$ cat config.mk
export PLATFORM = sky130hd
export DESIGN_NAME = nios_pio_ext
export DESIGN_NICKNAME = d
export VERILOG_FILES = /design/src/rtl/nios_pio_pkg.sv /design/src/rtl/nios_pio_edge_sync.sv /design/src/rtl/nios_pio_ext.sv
export SDC_FILE = /design/constraint.sdc
export NUM_CORES = 1
export LEC_CHECK = 0
export BUFFER_PORTS_ARGS = -buffer_cell sky130_fd_sc_hd__buf_2
export CAP_MARGIN = 40
export CORE_MARGIN = 10
export CORE_UTILIZATION = 45
export DETAILED_ROUTE_END_ITERATION = 8
export PLACE_DENSITY = 0.76
export SLEW_MARGIN = 20
export SYNTH_ARGS = -nofsm -noshare
export SYNTH_HDL_FRONTEND = slang
export SYNTH_SLANG_ARGS = --single-unit
$ cat constraint.sdc
create_clock -name clk -period 3.4 [get_ports clk]
set_input_delay 0.85 -clock clk [delete_from_list [all_inputs] [get_ports clk]]
set_output_delay 0.85 -clock clk [all_outputs]
set_load 0.005 [all_outputs]
$ cat src/rtl/nios_pio_pkg.sv
// Shared constants for the extended PIO: register word offsets and edge-select encodings.
package nios_pio_pkg;

    typedef enum logic [2:0] {
        REG_DATA   = 3'd0,
        REG_DIR    = 3'd1,
        REG_MASK   = 3'd2,
        REG_EDGE   = 3'd3,
        REG_OUTSET = 3'd4,
        REG_OUTCLR = 3'd5
    } reg_off_e;

    localparam int EDGE_RISE = 0;
    localparam int EDGE_FALL = 1;
    localparam int EDGE_ANY  = 2;

    // Final value of the post-reset arming counter; capture is enabled once it is reached.
    localparam logic [1:0] ARM_DONE = 2'd3;

endpackage

$ cat src/rtl/nios_pio_edge_sync.sv
// One input bit: two-flop synchroniser, previous-sample register and edge detector.
module nios_pio_edge_sync
    import nios_pio_pkg::*;
#(
    parameter int EDGE_TYPE = EDGE_RISE
) (
    input  logic clk,
    input  logic reset_n,
    input  logic in_i,
    output logic sync_o,
    output logic edge_o
);

    logic sync1_q;
    logic sync2_q;
    logic prev_q;

    always_ff @(posedge clk or negedge reset_n) begin
        if (!reset_n) begin
            sync1_q <= 1'b0;
            sync2_q <= 1'b0;
            prev_q  <= 1'b0;
        end else begin
            sync1_q <= in_i;
            sync2_q <= sync1_q;
            prev_q  <= sync2_q;
        end
    end

    always_comb begin
        edge_o = 1'b0;
        case (EDGE_TYPE)
            EDGE_RISE: edge_o = sync2_q & ~prev_q;
            EDGE_FALL: edge_o = ~sync2_q & prev_q;
            default:   edge_o = sync2_q ^ prev_q;
        endcase
    end

    assign sync_o = sync2_q;

endmodule

$ cat src/rtl/nios_pio_ext.sv
// Avalon-style PIO with direction, interrupt mask, edge capture and atomic set/clear of outputs.
module nios_pio_ext
    import nios_pio_pkg::*;
#(
    parameter int unsigned           DATA_WIDTH  = 11,
    parameter logic [DATA_WIDTH-1:0] RESET_VALUE = '0,
    parameter int                    EDGE_TYPE   = EDGE_RISE
) (
    input  logic                  clk,
    input  logic                  reset_n,
    input  logic [2:0]            address,
    input  logic                  chipselect,
    input  logic                  write_n,
    input  logic [31:0]           writedata,
    output logic [31:0]           readdata,
    input  logic [DATA_WIDTH-1:0] in_port,
    output logic [DATA_WIDTH-1:0] out_port,
    output logic [DATA_WIDTH-1:0] oe,
    output logic                  irq
);

    logic [DATA_WIDTH-1:0] data_out_q, data_out_d;
    logic [DATA_WIDTH-1:0] dir_q,      dir_d;
    logic [DATA_WIDTH-1:0] mask_q,     mask_d;
    logic [DATA_WIDTH-1:0] edge_q,     edge_d;
    logic [31:0]           readdata_q, readdata_d;
    logic [1:0]            arm_cnt_q,  arm_cnt_d;

    logic [DATA_WIDTH-1:0] sync_w;
    logic [DATA_WIDTH-1:0] det_w;
    logic [DATA_WIDTH-1:0] wdata;
    logic                  wr_en;
    logic                  armed;
    logic                  unused_wr_bits;

    for (genvar i = 0; i < DATA_WIDTH; i++) begin : g_bit
        nios_pio_edge_sync #(
            .EDGE_TYPE(EDGE_TYPE)
        ) u_edge_sync (
            .clk    (clk),
            .reset_n(reset_n),
            .in_i   (in_port[i]),
            .sync_o (sync_w[i]),
            .edge_o (det_w[i])
        );
    end

    assign wdata          = writedata[DATA_WIDTH-1:0];
    assign unused_wr_bits = ^writedata;
    assign wr_en          = chipselect && !write_n;
    assign armed          = (arm_cnt_q == ARM_DONE);

    always_comb begin
        data_out_d = data_out_q;
        dir_d      = dir_q;
        mask_d     = mask_q;
        arm_cnt_d  = armed ? arm_cnt_q : arm_cnt_q + 2'd1;

        if (wr_en) begin
            case (address)
                REG_DATA:   data_out_d = wdata;
                REG_DIR:    dir_d      = wdata;
                REG_MASK:   mask_d     = wdata;
                REG_OUTSET: data_out_d = data_out_q | wdata;
                REG_OUTCLR: data_out_d = data_out_q & ~wdata;
                default:    ;
            endcase
        end

        // Clear is applied first so a coincident detected edge re-sets the bit.
        edge_d = edge_q;
        if (wr_en && (address == REG_EDGE)) begin
            edge_d = edge_q & ~wdata;
        end
        if (armed) begin
            edge_d = edge_d | det_w;
        end

        readdata_d = '0;
        case (address)
            REG_DATA: readdata_d[DATA_WIDTH-1:0] = sync_w;
            REG_DIR:  readdata_d[DATA_WIDTH-1:0] = dir_q;
            REG_MASK: readdata_d[DATA_WIDTH-1:0] = mask_q;
            REG_EDGE: readdata_d[DATA_WIDTH-1:0] = edge_q;
            default:  ;
        endcase
    end

    always_ff @(posedge clk or negedge reset_n) begin
        if (!reset_n) begin
            data_out_q <= RESET_VALUE;
            dir_q      <= '0;
            mask_q     <= '0;
            edge_q     <= '0;
            readdata_q <= '0;
            arm_cnt_q  <= '0;
        end else begin
            data_out_q <= data_out_d;
            dir_q      <= dir_d;
            mask_q     <= mask_d;
            edge_q     <= edge_d;
            readdata_q <= readdata_d;
            arm_cnt_q  <= arm_cnt_d;
        end
    end

    assign out_port = data_out_q;
    assign oe       = dir_q;
    assign readdata = readdata_q;
    assign irq      = |(edge_q & mask_q);

endmodule

---- Word-level counts from Yosys, hierarchy flattened ----
Index checks and enable logic that the tools add are counted.
W data, S select, Z words.
word-level totals
  register bits ........................... 90
  input port bits ......................... 50
  output and inout bits ................... 55
  logic and storage cells ................. 87
operators by class
  add/sub/neg operators ................... 1
  equality and inequality tests ........... 6
  multiplexer cells ....................... 4
  bitwise operators ....................... 28
  reductions and logical operators ........ 9
operator list
  operator               number
  $pmux W11 S4           1
  $and A11 B11 Y11       3
  $pmux W11 S3           1
  $mux W11               2
  $or A11 B11 Y11        2
  $and A1 B1 Y1          11
  $not A1 Y1             11
  $not A11 Y11           1
  $reduce_or A11 Y1      1
  $eq A3 B2 Y1 const B   2
  $eq A3 B3 Y1 const B   2
  $reduce_and A2 Y1      3
  $eq A3 B1 Y1 const B   1
  $logic_not A3 Y1       1
  $reduce_bool A3 Y1     1
  $add A2 B1 Y2 const B  1
  $eq A2 B2 Y1 const B   1
  $logic_and A1 B1 Y1    2
  $logic_not A1 Y1       1

---- Depth between registers and ports, before layout ----
Gate-level depths: netlist of run 1.
  depth after elaboration ................. 6
  gate-level depth with buffers ........... 6
  depth with buffers taken out ............ 4

---- By module ----
Synthesis of run 1 repeated with hierarchy kept, for this count alone.
second synthesis, totals
  cell total of the unflattened synthesis .. 240
  area, all modules ....................... 3676.0 um2
modules (own cells, without submodules)
  module              times used  cells an instance  area each (um2)  sequential area each (um2)
  nios_pio_ext        1           196                2698.8           1426.4
  nios_pio_edge_sync  11          4                  88.8             75.1

---- Worst setup path before layout of run 1 ----
OpenSTA, ideal clock, no wires.
  kind .................................... input to register
  start point ............................. input address[0]
  end point ............................... register mask_q[10]
  library setup time ...................... 0.128 ns
  arrival time ............................ 1.772 ns
  data required time ...................... 3.272 ns
  path slack .............................. 1.501 ns
  cell stages on the path ................. 4
  buffers on the path ..................... 2
  cell sequence ........................... buf_4 > nor4_2 > buf_4 > mux2_1
on the way
  cells in the longest elaborated chain, start to end .. 2
ends and longest elaborated chain
  element                             line                 source
  start, declared                     nios_pio_ext.sv:11   input logic [2:0] address,
  $eq A3 B2 Y1                        nios_pio_ext.sv:60   case (address)
  $reduce_and A2 Y1 (no source line)  n/a
  end signal, assigned                nios_pio_ext.sv:100  mask_q <= mask_d;
  end, declared                       nios_pio_ext.sv:24   logic [DATA_WIDTH-1:0] mask_q, mask_d;
No other way between the ends.
A chain may end at the register's enable or synchronous reset.

---- Worst setup path in the final report of run 1 ----
  start point ............................. register mask_q[4]
  end point ............................... output irq
on the way
  cells in the longest elaborated chain, start to end .. 2
ends and longest elaborated chain
  element            line                 source
  $and A11 B11 Y11   nios_pio_ext.sv:110  assign irq = |(edge_q & mask_q);
  $reduce_or A11 Y1  nios_pio_ext.sv:110
  end, declared      nios_pio_ext.sv:19   output logic irq
No other way between the ends.

==> results of run 1 <==
[metrics by stage]
| stage | hold slack, ns | cells | instance area (sq um) | setup WS [ns] | power [W] |
|---|---|---|---|---|---|
| after floorplan | 0.3312 | 262 | 3665 | 1.501 | 0.001476 |
| after global placement | 0.3315 | 397 | 3899 | 0.8603 | 0.001611 |
| after detailed placement | 0.3347 | 398 | 3926 | 0.8053 | 0.001630 |
| after CTS | 0.3531 | 414 | 4130 | 0.8651 | 0.002358 |
| after global routing | 0.3580 | 414 | 4130 | 0.7935 | 0.002461 |
| final | 0.3527 | 414 | 4130 | 0.8795 | 0.002330 |
[cells in the final DEF (no fill, tap or decap), drive strengths merged, types with 3 or more instances in the layout]
master   instances
buf             66
conb            21
o2bb2ai         10
nand2           23
clkinv           3
mux2            23
a22o            12
o21ai           11
mux4            11
clkbuf          11
dfrtp           90
nor2b           12
[critical path: cells and delay by family (launching register included)]
kind,cells,cell delay (ns)
compound gates,2,0.49
simple gates,2,0.27
flops,1,0.40
buf+inv,1,0.15
[worst paths after layout]
kind,start,to,slack (ns)
max,mask_q[4],irq,0.88
min,g_bit[5].u_edge_sync.sync1_q,g_bit[5].u_edge_sync.sync_o,0.35
max reg2reg,arm_cnt_q[0],arm_cnt_q[1],2.02
min reg2reg,g_bit[5].u_edge_sync.sync1_q,g_bit[5].u_edge_sync.sync_o,0.35
max in group asynchronous,reset_n,g_bit[7].u_edge_sync.sync1_q,2.36
min in group asynchronous,reset_n,g_bit[5].u_edge_sync.sync1_q,0.44
[cells in the mapped netlist (2+ instances only)]
| cell type | instances | area [sq um] |
|---|---|---|
| o21ai_0 | 10 | 50.05 |
| buf_2 | 3 | 15.01 |
| clkbuf_1 | 3 | 11.26 |
| nand2b_1 | 2 | 12.51 |
| mux2_4 | 10 | 150.1 |
| a22oi_1 | 2 | 15.01 |
| nor2b_1 | 12 | 75.07 |
| buf_4 | 24 | 180.2 |
| mux2_2 | 3 | 33.78 |
| mux2_1 | 10 | 112.6 |
| dfrtp_1 | 90 | 2252 |
| o2bb2ai_1 | 10 | 87.58 |
| buf_6 | 2 | 22.52 |
| nand2_1 | 23 | 86.33 |
| a22o_1 | 12 | 105.1 |
| and3_1 | 2 | 12.51 |
| mux4_2 | 11 | 247.7 |
[logic make-up (layout without fill, tap and decap cells)]
kind of cell | after synthesis | in the layout | share of synthesized area, %
AND/OR/NAND/NOR | 44 | 44 | 6.796
multiplexers | 34 | 34 | 15.16
XOR/XNOR | 1 | 1 | 0.2440
AO/OA/AOI/OAI | 38 | 38 | 8.121
other | 1 | 21 | 0.1045
adder cells (fa/ha/maj) | 1 | 1 | 0.3485
buffers and inverters | 33 | 83 | 6.483
flip-flops | 90 | 90 | 62.74
[routing by layer]
layer  up-vias  track usage (%)
met5         -                0
met4         0            3.067
met3         9            5.617
met2        74            21.81
met1      1042            16.13
li1        954                -
[state kept, by name, summed over array words and instances (netlist names)]
signal                     count
mask_q                        11
edge_q                        11
oe                            11
arm_cnt_q                      2
out_port                      11
g_bit.u_edge_sync.sync_o      11
g_bit.u_edge_sync.sync1_q     11
readdata                      11
g_bit.u_edge_sync.prev_q      11
[final cells by class]
type,instances,area [sq um]
Fill cell,643,3597
Timing Repair Buffer,66,362.8
Clock inverter,5,52.55
Tap cell,102,127.6
Multi-Input combinational cell,139,1180
Inverter,1,3.754
Sequential cell,90,2252
Clock buffer,11,151.4
[power breakdown]
part           total, W  switching, W  internal [W]
Sequential      0.00127     0.0000763       0.00119
Clock          0.000728      0.000352      0.000376
Combinational  0.000334      0.000139      0.000195
==> metrics.csv, run 1 <==
stage;metric;value;unit
drt;wl_met3;647;um
place;routabilityCongestion;0.7372;
drt;wire_per_inst;18.25;um
layout;fin_util;53.45;%
drt;vias;2079;
synth;ys_ff_latch;90;
timing;skew;0.005034;ns
timing;finalSetupTns;0;ns
critical_path;required;2.55;ns
layout;antenna-diode-count;0;
cts;cts_buffers;9;
cts;post_cts_resize_count;0;
synth;yosysUniqueCellTypes;30;
drt;dr.pass1.iters;4;
cts;clock_path_buffers;2;
critical_path;crit_path_cell_trace;a22o_1, a221oi_1, and3_1, nand2_1, buf_2;
drt;first_iter_violations;102;
floorplan;fp.dieW;109.3;um
layout;final_net_count;358;
min_path;holdPathStages;0;
critical_path;cp-end-kind;primary output;
critical_path;crit_type;reg -> out;
cts;clockRootBuffer;clkbuf_8;
timing;max_freq;396.8;MHz
cts;cts_tree;done;
synth;yosys_warnings;0;
drt;highest_layer;met4;
critical_path;crit_fanout;3;
cts;hold_buffers;0;
cts;clk_latency;0.36;ns
synth;synthArstFlopShare;100.0;%
run_status;status;completed;
grt;grt_pass1_vias;2254;
critical_path;r2r.worst_path.cells;2;
timing;relSlewSlack;44.51;%
timing;grt_setup_unrepaired;no;
timing;timing.final.crit_period;2.520;ns
critical_path;startpoint_type;register;
grt;overflow;0;
critical_path;cpPeakStageDelay;0.40;ns
floorplan;dieArea;0.01195;sq mm
critical_path;cp.arrival;1.67;ns
synth;seq_area_frac_synth;62.74;%
floorplan;io_pins;105;
floorplan;core_area;0.007727;sq mm
timing;maxSlewViolCount;0;
pwr;powerDensity;564.1;mW/mm^2
pwr;ir_drop;0.3553;mV
place;portBuffers;62;
drt;wl_met1;3174;um
grt;antenna_found_initial;0;
cts;path_clk_slew;0.08;ns
drt;viasPerCell;5.022;
timing;finalHoldViolCount;0;
synth;syn_area;0.003590;sq mm
synth;avgSynthCellArea;14.83;sq um
layout;final_layout_size_suffix_gt1_share;35.26;%
pwr;leakage;1.965;nW
drt;drc;0;
synth;syn_inst;242;
cts;postCtsSetupBuffers;0;
grt;grt_pass1_wl;12160;um
min_path;min_path_type;reg -> reg;
timing;finalSetupViolCount;0;
drt;antenna_left;0;
synth;ys.flop_type;dfrtp_1;
timing;tightestPinTransition;0.8278;ns
grt;grt_max_degree;57;
place;place_hpwl;5373;um
floorplan;num_rows;32;
critical_path;cp_slowest_cell;dfrtp_1;
timing;min_period_over_period;74.13;%
synth;synth-edff-count;0;
cts;cts_num_sinks;90;
run;max-cap-violations;0;
floorplan;start_util;46.45;%
floorplan;fp.dieH;109.3;um
cts;htreeDepth;3;
drt;wl;7557;um
layout;synthToLayoutAreaGrowth;15.06;%
drt;dr_wl_met2;3668;um
grt;grt.total_usage;13.33;%
(Power assumes the default switching activity.)
==> run 2: changes to the inputs <==
- ABC_AREA: not set -> 1
- clock period: 3.4 -> 2.6 ns (I/O delays scaled with it)
==> run 2 against run 1 <==
  * Register-to-register slack got worse by 0.85 ns
  * Non-clock buffer count rose by 2
  * Global-route usage rose by 1.2 points
  * Hold slack got worse by 0.045 ns
  * Clock power rose by 14%
  * First-iteration DRC count rose by 94%
  * Cell area rose by 1.2%
  * Largest cell class unchanged
==> metrics.csv, run 2 <==
stage;metric;value;unit;change
place;portBuffers;62;;unchanged
critical_path;cpPeakStageDelay;0.41;ns;about the same
critical_path;r2r.worst_path.cells;2;;unchanged
cts;hold_buffers;0;;unchanged
synth;yosys_warnings;0;;unchanged
pwr;ir_drop;0.3743;mV;+5.3%
critical_path;cp_slowest_cell;dfrtp_1;;
critical_path;crit_top_cell;nand2_1;;
timing;finalSetupViolCount;0;;unchanged
floorplan;start_util;46.95;%;+0.50 points
timing;min_period_over_period;76.26;%;
synth;synth-edff-count;0;;unchanged
timing;max_freq;504.3;MHz;
synth;synth_commonest_cells;nand2_1, dfrtp_1, nand3_1;;
grt;grt.total_usage;14.50;%;+1.2 points
min_path;min_path_type;in -> async;;
synth;avgSynthCellArea;9.329;sq um;-37%
grt;overflow;0;;unchanged
grt;antenna_found_initial;0;;unchanged
cts;clk_latency;0.35;ns;about the same
critical_path;crit_fanout;3;;unchanged
layout;final_net_count;506;;+41%
timing;tightestPinTransition;0.7711;ns;-0.05674 ns
critical_path;startpoint_type;register;;
cts;clock_path_buffers;2;;unchanged
synth;ys_ff_latch;90;;unchanged
floorplan;fp.dieH;110.5;um;+1.1%
cts;htreeDepth;3;;unchanged
drt;drc;0;;unchanged
cts;postCtsSetupBuffers;0;;unchanged
layout;layout_common_cells;nand2_1, dfrtp_1, buf_2, nand3_1, o21ai_1;;
cts;post_cts_resize_count;0;;unchanged
floorplan;core_area;0.007848;sq mm;+1.6%
grt;grt_pass1_wl;14700;um;+21%
critical_path;crit_type;reg -> out;;
synth;synthArstFlopShare;100.0;%;unchanged
synth;synth_area_leaders;dfrtp_1, nand2_1, buf_4;;
synth;seq_area_frac_synth;61.12;%;-1.6 points
cts;path_clk_slew;0.09;ns;about the same
layout;synthToLayoutAreaGrowth;13.41;%;
run;max-cap-violations;0;;unchanged
drt;viasPerCell;5.143;;+2.4%
drt;antenna_left;0;;unchanged
pwr;powerDensity;692.3;mW/mm^2;+23%
cts;cts_num_sinks;90;;unchanged
cts;cts_tree;done;;
critical_path;required;1.95;ns;-0.60 ns
timing;relSlewSlack;48.47;%;+4.0 points
timing;timing.final.crit_period;1.983;ns;
place;place_hpwl;6407;um;+19%
timing;maxSlewViolCount;0;;unchanged
floorplan;fp.dieW;110.5;um;+1.1%
cts;clockRootBuffer;clkbuf_8;;
synth;yosysUniqueCellTypes;22;;-27%
drt;vias;2885;;+39%
layout;final_layout_size_suffix_gt1_share;19.61;%;-16 points
floorplan;num_rows;32;;unchanged
layout;antenna-diode-count;0;;unchanged
place;routabilityCongestion;0.8758;;+19%
layout;fin_util;53.25;%;-0.20 points
synth;syn_inst;395;;+63%
drt;wl;8969;um;+19%
timing;grt_setup_unrepaired;no;;
timing;finalSetupTns;0;ns;unchanged
synth;yosysMostFrequentCell;nand2_1;;
pwr;leakage;2.158;nW;+9.8%
synth;synth_top_area_share;61.12;%;-1.6 points
drt;wire_per_inst;15.99;um;-12%
floorplan;io_pins;105;;unchanged
critical_path;cp-end-kind;primary output;;
run_status;status;completed;;
synth;synth_top_area_cell;dfrtp_1;;
timing;finalHoldViolCount;0;;unchanged
synth;ys.flop_type;dfrtp_1;;
timing;skew;0.009062;ns;+0.004029 ns
critical_path;crit_path_cell_trace;nand2_1, nand2_1, a21oi_1, nand3b_1, buf_2;;
critical_path;cp.arrival;1.33;ns;-0.34 ns
drt;first_iter_violations;198;;+94%
grt;grt_pass1_vias;2883;;+28%
floorplan;dieArea;0.01221;sq mm;+2.2%
layout;final_common_cell;nand2_1;;
grt;grt_max_degree;49;;-14%
cts;cts_buffers;9;;unchanged
drt;dr.pass1.iters;5;;+1
synth;syn_area;0.003685;sq mm;+2.6%
## run 2: cell types whose count changed after synthesis, moves of 11 or more
cell,previous run,this run
mux4_2,11,0
inv_1,1,19
o21ai_1,1,27
nand4_1,0,23
nor2b_1,12,0
nand3_1,0,28
nor2_1,0,13
a22o_1,12,0
nand2_1,23,129
## run 2: critical path: cells and delay by family (launching register included)
kind	cells	cell delay (ns)
DFF	1	0.41
and+or+nand+nor	3	0.26
AOI/OAI and AO/OA	1	0.17
buffers and inverters	1	0.14
## run 2: stage by stage
stage / std cells / total power (W) / hold WS [ns] / cell area, sq um / setup slack [ns]
floorplan: 415 / 0.001892 / 0.3312 / 3760 / 1.115
CTS: 561 / 0.002928 / 0.3113 / 4179 / 0.5861
finish: 561 / 0.002893 / 0.3082 / 4179 / 0.6171
global placement: 546 / 0.002079 / 0.3324 / 4013 / 0.5141
global route: 561 / 0.003054 / 0.3334 / 4179 / 0.5210
detailed placement: 546 / 0.002096 / 0.3356 / 4013 / 0.4921
## run 2: cell families (layout without fill, tap and decap cells)
family | count (synthesis) | in the layout | synth area share [%]
AO/OA/AOI/OAI | 41 | 41 | 5.569
flip-flops | 90 | 90 | 61.12
buffers and inverters | 61 | 105 | 8.897
AND/OR/NAND/NOR | 199 | 199 | 23.43
other | 1 | 21 | 0.1018
multiplexers | 1 | 1 | 0.3056
XOR/XNOR | 1 | 1 | 0.2377
adder cells (fa/ha/maj) | 1 | 1 | 0.3395
## run 2: layer usage
metal / vias up / GRT usage [%] / part of all wire, %
li1: 1355 / - / -
met5: - / 0 / 0
met2: 132 / 23.59 / 49
met1: 1386 / 17.06 / 41
met3: 12 / 5.565 / 8.9
met4: 0 / 5.095 / 1.5
## run 2: final timing paths
path                                               from                      endpoint  slack, ns
min in group clk           g_bit[6].u_edge_sync.sync1_q   g_bit[6].u_edge_sync.sync_o       0.35
setup reg to reg                           arm_cnt_q[0]                  arm_cnt_q[1]       1.17
hold reg to reg            g_bit[6].u_edge_sync.sync1_q   g_bit[6].u_edge_sync.sync_o       0.35
hold / removal                                  reset_n  g_bit[4].u_edge_sync.sync1_q       0.31
setup / recovery                              edge_q[2]                           irq       0.62
max in group asynchronous                       reset_n                    edge_q[10]       1.66
## run 2: report_power, final
group | switching, W | internal, W
clock network | 0.000485 | 0.000345
logic | 0.000246 | 0.000169
registers | 0.0000991 | 0.00155
total | 0.000831 | 0.00206
## run 2: layout make-up
type	count	area, sq um
clock buffer	9	123.9
clock inverter	6	42.54
fill	727	3669
inverter	22	82.58
multi-input combinational	264	1180
sequential	90	2252
tap	102	127.6
timing repair buffer	68	370.4
==> run 3: changes to the inputs <==
- clock period: 2.6 -> 1.9 ns (I/O delays scaled with it)
==> run 3 against run 2 <==
  * Hold slack got worse by 0.17 ns
  * Worst setup slack got worse by 0.52 ns
  * Global-route usage increased by 0.21 points
  * Clock-buffer cell count unchanged
  * Critical path type unchanged
  * Largest cell class unchanged
==> metrics.csv, run 3 (synthesized netlist as in run 2, its figures left out) <==
stage;metric;value;unit;change
timing;skew;0.009255;ns;+0.0001928 ns
grt;grt_max_degree;91;;+86%
drt;wl;9031;um;+0.69%
place;place_hpwl;6402;um;about the same
floorplan;num_rows;32;;unchanged
drt;antenna_left;0;;unchanged
drt;drc;0;;unchanged
grt;grt_pass1_vias;2891;;+0.28%
drt;dr.pass1.iters;4;;-1
pwr;swShare;30.01;%;+1.3 points
floorplan;dieArea;0.01221;sq mm;unchanged
grt;grt.total_usage;14.71;%;+0.21 points
timing;worst_slack;0.09725;ns;-0.5199 ns
pwr;leakage;2.222;nW;+3.0%
drt;wire_per_inst;15.82;um;-1.1%
run;max-cap-violations;0;;unchanged
critical_path;cp-end-kind;primary output;;
floorplan;io_pins;105;;unchanged
place;placed_area;0.004065;sq mm;+1.3%
pwr;power_frac_comb;14.4;%;about the same
drt;viasPerCell;5.072;;-1.4%
grt;grt_pass1_wl;14680;um;about the same
layout;synthToLayoutAreaGrowth;16.26;%;
timing;finalSetupTns;0;ns;unchanged
cts;clockRootBuffer;clkbuf_8;;
critical_path;required;1.42;ns;-0.53 ns
cts;cts_num_sinks;90;;unchanged
cts;cts_tree;done;;
place;routabilityCongestion;0.8746;;-0.14%
pwr;powerDensity;965.7;mW/mm^2;+39%
floorplan;start_util;46.95;%;unchanged
cts;cts_buffers;9;;unchanged
layout;layout_common_cells;nand2_1, dfrtp_1, buf_2, nand3_1, o21ai_1;;
layout;final_net_count;515;;+1.8%
grt;antenna_found_initial;0;;unchanged
grt;overflow;0;;unchanged
place;portBuffers;62;;unchanged
critical_path;cp.arrival;1.33;ns;about the same
cts;clock_path_buffers;2;;unchanged
timing;max_freq;554.7;MHz;
pwr;ir_drop;0.6129;mV;+64%
timing;maxSlewViolCount;0;;unchanged
critical_path;startpoint_type;register;;
min_path;min_path_type;in -> async;;
cts;path_clk_slew;0.10;ns;about the same
timing;finalHoldViolCount;0;;unchanged
cts;htreeDepth;3;;unchanged
layout;fill_cells;713;;-1.9%
drt;vias;2896;;+0.38%
place;pre_cts_slack;0.2744;ns;-0.2177 ns
floorplan;fp.dieW;110.5;um;unchanged
pwr;power.internal;0.002896;W;+40%
layout;design_area;0.004284;sq mm;+2.5%
critical_path;crit_start;mask_q[0];;
floorplan;fp.dieH;110.5;um;unchanged
cts;clk_latency;0.38;ns;+0.03 ns
floorplan;core_area;0.007848;sq mm;unchanged
timing;min_period_over_period;94.88;%;
pwr;switchingPower;0.001241;W;+49%
critical_path;crit_type;reg -> out;;
drt;first_iter_violations;199;;+0.51%
pwr;power_frac_clock;31.2;%;+2.5 points
run_status;status;completed;;
layout;final_layout_size_suffix_gt1_share;21.54;%;+1.9 points
layout;final_common_cell;nand2_1;;
timing;grt_setup_unrepaired;no;;
critical_path;crit_fanout;3;;unchanged
layout;antenna-diode-count;0;;unchanged
pwr;power;0.004137;W;+43%
timing;finalSetupViolCount;0;;unchanged
timing;timing.final.crit_period;1.803;ns;
pwr;seq_power_share;54.4;%;-2.5 points
critical_path;timing.rr.start;arm_cnt_q[0];;
==> run 3: what timing repair did <==
| item | CTS | global route |
|---|---|---|
| gates resized for setup | 0 | 1 |
| hold buffers | 0 | 0 |
| setup buffers | 0 | 2 |
| endpoints found under the setup margin | 0 | 1 |
==> run 3: metrics by stage <==
stage | hold slack (ns) | cells | utilization (%)
after global routing | 0.1577 | 571 | 54.59
final | 0.1344 | 571 | 54.59
after global placement | 0.3326 | 553 | 51.80
after detailed placement | 0.3347 | 553 | 51.80
after floorplan | 0.1794 | 415 | -
after CTS | 0.1505 | 569 | 54.35
==> run 3: power groups by stage <==
| stage | clock (W) | combinational, W | sequential, W |
|---|---|---|---|
| 4_1_cts | 0.00132 | 0.000593 | 0.00225 |
| 2_1_floorplan | 0 | 0.000314 | 0.00228 |
| 3_3_place_gp | 0 | 0.000572 | 0.00228 |
| 6_report | 0.00129 | 0.000594 | 0.00225 |
| 5_1_grt | 0.00141 | 0.000681 | 0.00228 |
| 3_5_place_dp | 0 | 0.000590 | 0.00229 |
==> run 3: area by class of cell <==
cell class / count / area, sq um / area share [%]
clock buffers: 9 / 123.9 / 2.891
well taps: 102 / 127.6 / 2.979
repair buffers: 77 / 437.9 / 10.22
multi-input cells: 264 / 1184 / 27.63
flip-flops and latches: 90 / 2252 / 52.57
clock inverters: 7 / 76.32 / 1.782
inverters: 22 / 82.58 / 1.928
==> run 3: worst max-delay path, cell delays in order (launching register included) <==
cell,delay (ns)
dfrtp_1,0.41
nand2_1,0.08
nand2_1,0.05
a21oi_1,0.16
nand3b_1,0.12
buf_2,0.14
==> run 3: worst paths after layout <==
kind | slack (ns) | to | cells after the start
worst min-delay path | 0.13 | g_bit[3].u_edge_sync.sync1_q | 2
max in group asynchronous | 1.42 | out_port[2] | 2
min in group clk | 0.19 | g_bit[9].u_edge_sync.sync1_q | 1
worst min register to register | 0.36 | g_bit[5].u_edge_sync.sync_o | 0
worst max register to register | 0.54 | edge_q[8] | 4
worst max-delay path | 0.1 | irq | 5
==> run 3: metal layers <==
metal  share of wire [%]  global-route usage, %
met3                  10                  5.943
met1                  39                  17.15
met5                   0                      0
met4                 1.2                  4.318
met2                  50                  24.30
